==> src/rtl/sbox_scheduler_pkg.sv <==
// sbox_scheduler_pkg: shared types, key byte order and xtime for the masked S-box scheduler
package sbox_scheduler_pkg;
  typedef enum logic [2:0] {IDLE, ISSUE, DRAIN, ROUND_END, DONE} state_t;
  typedef struct packed {
    logic       valid;
    logic       key;
    logic [3:0] idx;
  } tag_t;
  localparam int ITEMS = 20;
  localparam int KEY_ITEMS = 4;
  localparam logic [3:0] KEY_IDX [KEY_ITEMS] = '{4'd13, 4'd14, 4'd15, 4'd12};
  function automatic logic [7:0] xtime(input logic [7:0] b);
    return {b[6:0], 1'b0} ^ (b[7] ? 8'h1b : 8'h00);
  endfunction
endpackage

==> src/rtl/sbox_scheduler_tag_pipe.sv <==
// sbox_tag_pipe: delays issue tags by the S-box latency so each result carries its own tag
module sbox_tag_pipe import sbox_scheduler_pkg::*; #(
  parameter int SBOX_LAT = 5
) (
  input  logic clk,
  input  logic rst,
  input  tag_t d,
  output tag_t q
);
  tag_t sr [SBOX_LAT];
  always_ff @(posedge clk) begin
    if (rst) begin
      for (int i = 0; i < SBOX_LAT; i++) sr[i] <= '0;
    end else begin
      sr[0] <= d;
      for (int i = 1; i < SBOX_LAT; i++) sr[i] <= sr[i-1];
    end
  end
  assign q = sr[SBOX_LAT-1];
endmodule

==> src/rtl/sbox_scheduler.sv <==
// sbox_scheduler: sequences key-schedule and state bytes of each AES round through one shared S-box
module sbox_scheduler import sbox_scheduler_pkg::*; #(
  parameter int SBOX_LAT   = 5,
  parameter int NUM_ROUNDS = 10
) (
  input  logic       clk,
  input  logic       rst,
  input  logic       start,
  input  logic       rnd_valid,
  output logic       busy,
  output logic       issue_valid,
  output logic       issue_key,
  output logic [3:0] issue_idx,
  output logic       rnd_ack,
  output logic       wb_valid,
  output logic       wb_key,
  output logic [3:0] wb_idx,
  output logic       round_done,
  output logic       final_round,
  output logic [7:0] rcon,
  output logic       done
);
  localparam int RW = $clog2(NUM_ROUNDS + 1);
  state_t        state;
  logic [4:0]    cnt;
  logic [RW-1:0] round;
  logic          last_round;
  tag_t          wb_tag;
  assign last_round  = round == RW'(NUM_ROUNDS);
  assign issue_valid = state == ISSUE && rnd_valid;
  assign issue_key   = issue_valid && cnt < 5'(KEY_ITEMS);
  assign issue_idx   = !issue_valid ? 4'd0 : issue_key ? KEY_IDX[cnt[1:0]] : 4'(cnt - 5'(KEY_ITEMS));
  assign rnd_ack     = issue_valid;
  assign busy        = state == ISSUE || state == DRAIN || state == ROUND_END;
  assign round_done  = state == ROUND_END;
  assign final_round = busy && last_round;
  assign done        = state == DONE;
  assign wb_valid    = wb_tag.valid;
  assign wb_key      = wb_tag.key;
  assign wb_idx      = wb_tag.idx;
  // cnt counts issued items in ISSUE and elapsed drain cycles in DRAIN
  always_ff @(posedge clk) begin
    if (rst) begin
      state <= IDLE;
      cnt   <= '0;
      round <= '0;
      rcon  <= 8'h01;
    end else begin
      case (state)
        IDLE, DONE: if (start) begin
          state <= ISSUE;
          round <= RW'(1);
          rcon  <= 8'h01;
          cnt   <= '0;
        end
        ISSUE: if (rnd_valid) begin
          cnt   <= cnt == 5'(ITEMS - 1) ? 5'd0 : cnt + 5'd1;
          state <= cnt == 5'(ITEMS - 1) ? DRAIN : ISSUE;
        end
        DRAIN: begin
          cnt   <= cnt == 5'(SBOX_LAT - 1) ? 5'd0 : cnt + 5'd1;
          state <= cnt == 5'(SBOX_LAT - 1) ? ROUND_END : DRAIN;
        end
        ROUND_END: begin
          cnt   <= '0;
          state <= last_round ? DONE : ISSUE;
          round <= last_round ? round : round + RW'(1);
          rcon  <= last_round ? rcon : xtime(rcon);
        end
        default: state <= IDLE;
      endcase
    end
  end
  sbox_tag_pipe #(.SBOX_LAT(SBOX_LAT)) u_pipe (
    .clk (clk),
    .rst (rst),
    .d   ('{valid: issue_valid, key: issue_key, idx: issue_idx}),
    .q   (wb_tag)
  );
endmodule

==> config.mk <==
export PLATFORM = sky130hd
export DESIGN_NAME = sbox_scheduler
export DESIGN_NICKNAME = d
export VERILOG_FILES = /design/src/rtl/sbox_scheduler_pkg.sv /design/src/rtl/sbox_scheduler_tag_pipe.sv /design/src/rtl/sbox_scheduler.sv
export SDC_FILE = /design/constraint.sdc
export NUM_CORES = 1
export LEC_CHECK = 0
export CAP_MARGIN = 20
export CORE_ASPECT_RATIO = 0.7
export CORE_UTILIZATION = 48
export DETAILED_ROUTE_END_ITERATION = 6
export GPL_ROUTABILITY_DRIVEN = 0
export PLACE_DENSITY = 0.8
export SETUP_SLACK_MARGIN = 0.4
export SYNTH_ARGS = -nofsm -noshare
export SYNTH_HDL_FRONTEND = slang
export SYNTH_SLANG_ARGS = --single-unit
==> constraint.sdc <==
create_clock -name clk -period 1.49 [get_ports clk]
set_input_delay 0.298 -clock clk [delete_from_list [all_inputs] [get_ports clk]]
set_output_delay 0.298 -clock clk [all_outputs]
set_load 0.01 [all_outputs]
==> impl_metrics.yaml <==
status:
  status: "complete, but fails checks"
  violations: "setup timing"
worst_setup_path:
  crit-reg2reg-launch: "state[1]$_SDFFE_PP0P_"
  path_cells: "nor3b_4 -> nand2_2 -> buf_6 -> buf_6 -> nor2_1 -> buf_2"
  ff2ff_setup_slack_ns: -0.13
  cp_top_family: "simple AND/OR/NAND/NOR gates"
  slowest_delay_ns: 0.35
  crit_fanout: 2
  crit_buf_inv: 3
  worst_path_max_delay_cell: "dfxtp_2"
  path_depth: 6
  crit_top_cell: "buf_6"
  worstSetupEndpointType: "primary output"
  worstRegToRegCells: 8
  start_kind: "flop"
  endpoint: "issue_idx[3]"
  worstReg2RegEnd: "rcon[4]$_SDFFE_PP0P_"
  crit_path_start: "state[1]$_SDFFE_PP0P_"
  required_ns: 1.19
  arrival_ns: 1.49
  crit_type: "reg2out"
clocking:
  numCtsBuffers: 5
  cts-root-buf: "clkbuf_8"
  clock_latency_ns: 0.31
  clock_path_buffers: 2
  ctsHoldBuffers: 0
  h-tree-depth: 2
  cts_sinks: 50
  cts_tree: "yes"
  cts.reportedPaths.clkPinSlew_ns: 0.10
sta:
  max_slew_margin_pct: 75.8
  worst_pin_slew_ns: 0.361
  fin_crit_sh_pct: 120
  max_freq_ghz: 0.561
  drv_slew: 0
  hold_viol_final: 0
  setup_viol_count_final: 31
  setup_ws_ns: -0.293
  final.min_clock_period_ns: 1.78
  rsz0062_at_grt: "true"
  fin_skew_ns: 0.00270
power:
  total_leakage_power_nw: 1.39
  vdd_drop_max_uv: 544
  cellPowerDensity_nw_per_um2: 829
yosys:
  postSynth.asyncResetShare_pct: 0
  ys_top_cells_by_area: "dfxtp_1 49%, nor2b_1 7.3%, ha_1 4.9%"
  netlist_area_um2: 2050
  synth_commonest_cells: "50 x dfxtp_1, 24 x nor2b_1, 17 x nand2_1, 17 x nor2_1, 13 x a21oi_1"
  synth_top_cell_by_area: "dfxtp_1"
  yosysTopAreaCellShare_pct: 48.8
  synth.most_common_cell: "dfxtp_1"
  syn_inst: 213
  synth_area_per_cell_um2: 9.63
  ys_types: 44
  syn_nets: 225
  ys.flop_type: "dfxtp_1"
  ys_seq_area_share_pct: 48.8
  ys_seq_elements: 50
  yosys_warnings: 0
  synth-edff-count: 0
floorplan:
  start_util_pct: 51.1
  die_area_um2: 4540
  die_h_um: 56.7
  core_area_um2: 4020
  die_x_um: 80.1
  pin_count: 29
  fp-row-count: 19
layout:
  instances_no_fill: 353
  final_nets: 312
  syn_to_final_growth_pct: 56.0
  antenna_cells: 0
  layout-drive-gt1-share_pct: 54.8
  final_area_um2: 3200
route:
  vias: 1750
  detail-route-antenna-nets: 0
  firstDrtPassIters: 4
  wl_mm: 5.07
  wire_per_inst_um: 14.4
  drc: 0
  drt_iter0_drc: 88
  drt-vias-per-instance: 4.96
placement:
  port_buffers: 28
  dpl_cell_area_um2: 2630
  hpwl_mm: 2.84
  dp.cells: 317
grt:
  antenna_found_initial: 0
  grt_usage_pct: 24.2
  grt_max_degree: 26
  grt_pass1_vias: 1770
  grt_pass1_wl_mm: 8.20
  overflow: 0
run:
  maxCapViolations: 0
worst_hold_path:
  hp-class: "reg2reg"
  min-delay-start: "u_pipe.sr[0][21]$_SDFF_PP0_"
==> per-stage QoR <==
| step | utilization (%) | setup TNS [ns] | power, mW | hold slack (ns) | setup WS [ns] |
|---|---|---|---|---|---|
| 2_1_floorplan | - | 0 | 1.57 | 0.370 | 0.0219 |
| 3_3_place_gp | 65.5 | -9.13 | 1.68 | 0.415 | -0.536 |
| 3_5_place_dp | 65.5 | -9.95 | 1.69 | 0.420 | -0.547 |
| 4_1_cts | 75.5 | -2.63 | 2.63 | 0.434 | -0.260 |
| 5_1_grt | 79.7 | -5.74 | 2.77 | 0.453 | -0.349 |
| 6_report | 79.7 | -3.57 | 2.65 | 0.444 | -0.293 |
==> power by group <==
| group | internal [mW] | total [mW] | switching (mW) |
|---|---|---|---|
| registers | 1.36 | 1.37 | 0.0104 |
| clock network | 0.352 | 0.845 | 0.493 |
| logic | 0.238 | 0.439 | 0.201 |
| total | 1.95 | 2.65 | 0.704 |
==> what timing repair did <==
action,in CTS,in global routing
cloned,2,0
buffers inserted,20,6
pin swaps,12,7
resized for setup,150,28
endpoints found under the hold margin,0,0
setup endpoints to repair,75,57
==> sequential cells by signal, summed over array words and instances, names as in the netlist <==
signal / cells
round: 4
u_pipe.sr: 30
rcon: 8
cnt: 5
state: 3
==> worst min-delay path by stage <==
| stage | depth (start not counted) | end |
|---|---|---|
| 6_report | 1 | u_pipe.sr[0][27]$_SDFF_PP0_ |
| 4_1_cts | 1 | u_pipe.sr[0][13]$_SDFF_PP0_ |
| 5_1_grt | 1 | u_pipe.sr[0][11]$_SDFF_PP0_ |
| 3_5_place_dp | 1 | u_pipe.sr[0][13]$_SDFF_PP0_ |
| 3_3_place_gp | 1 | u_pipe.sr[0][23]$_SDFF_PP0_ |
| 2_1_floorplan | 1 | u_pipe.sr[0][29]$_SDFF_PP0_ |
==> metal layers <==
layer	GRT usage, %	vias to the layer above	part of all wire, %
li1	-	872	-
met1	28.7	819	43
met2	41.8	47	50
met3	5.20	12	4.3
met4	10.5	0	2.3
met5	0	-	0
==> layout make-up <==
type / instances / area, um2
Clock inverter: 3 / 28.8
Fill cell: 221 / 817
Timing Repair Buffer: 94 / 841
Sequential cell: 50 / 1020
Tap cell: 52 / 65.1
Inverter: 11 / 48.8
Clock buffer: 5 / 68.8
Multi-Input combinational cell: 138 / 1120
==> cell families after synthesis <==
group           after synthesis  synth area share (%)
compound gates               31                  11.7
xor+xnor                      7                  2.99
fa+ha+maj                     8                  4.88
buf+inv                      26                  7.19
flops                        50                  48.8
mux                           1                 0.488
simple gates                 90                  24.0
==> placed cells by master, fill, tap and decap left out, types with 3 or more instances in the layout <==
| cell | Yosys | layout |
|---|---|---|
| buf_4 | 7 | 52 |
| dfxtp_1 | 50 | 31 |
| nor2b_1 | 24 | 24 |
| buf_6 | 3 | 23 |
| dfxtp_2 | 0 | 19 |
| nand2_1 | 17 | 16 |
| nor2_1 | 17 | 12 |
| a21oi_1 | 13 | 10 |
| buf_2 | 0 | 10 |
| inv_1 | 10 | 5 |
| inv_2 | 1 | 5 |
| clkbuf_8 | 0 | 5 |
| nand3b_1 | 4 | 4 |
| a211oi_2 | 1 | 4 |
| xor2_1 | 4 | 4 |
| ha_1 | 8 | 4 |
| and3_4 | 0 | 3 |
| nor2_2 | 1 | 3 |
| nor2_4 | 0 | 3 |
| nor3_1 | 6 | 3 |
| o21ai_4 | 2 | 3 |
| nand3_1 | 5 | 3 |
| xnor2_1 | 3 | 3 |
| ha_4 | 0 | 3 |
| clkdlybuf4s50_1 | 0 | 3 |
| buf_12 | 0 | 3 |
==> worst reg2reg max path, stage by stage (launching register included) <==
cell and delay (ns):
dfxtp_2 0.36, buf_4 0.19, nand3b_1 0.15, buf_4 0.19, o21ai_4 0.22, buf_12 0.14, buf_12 0.10, nand3_1 0.07
a21oi_1 0.12
Power figures use the tool's default switching activity.
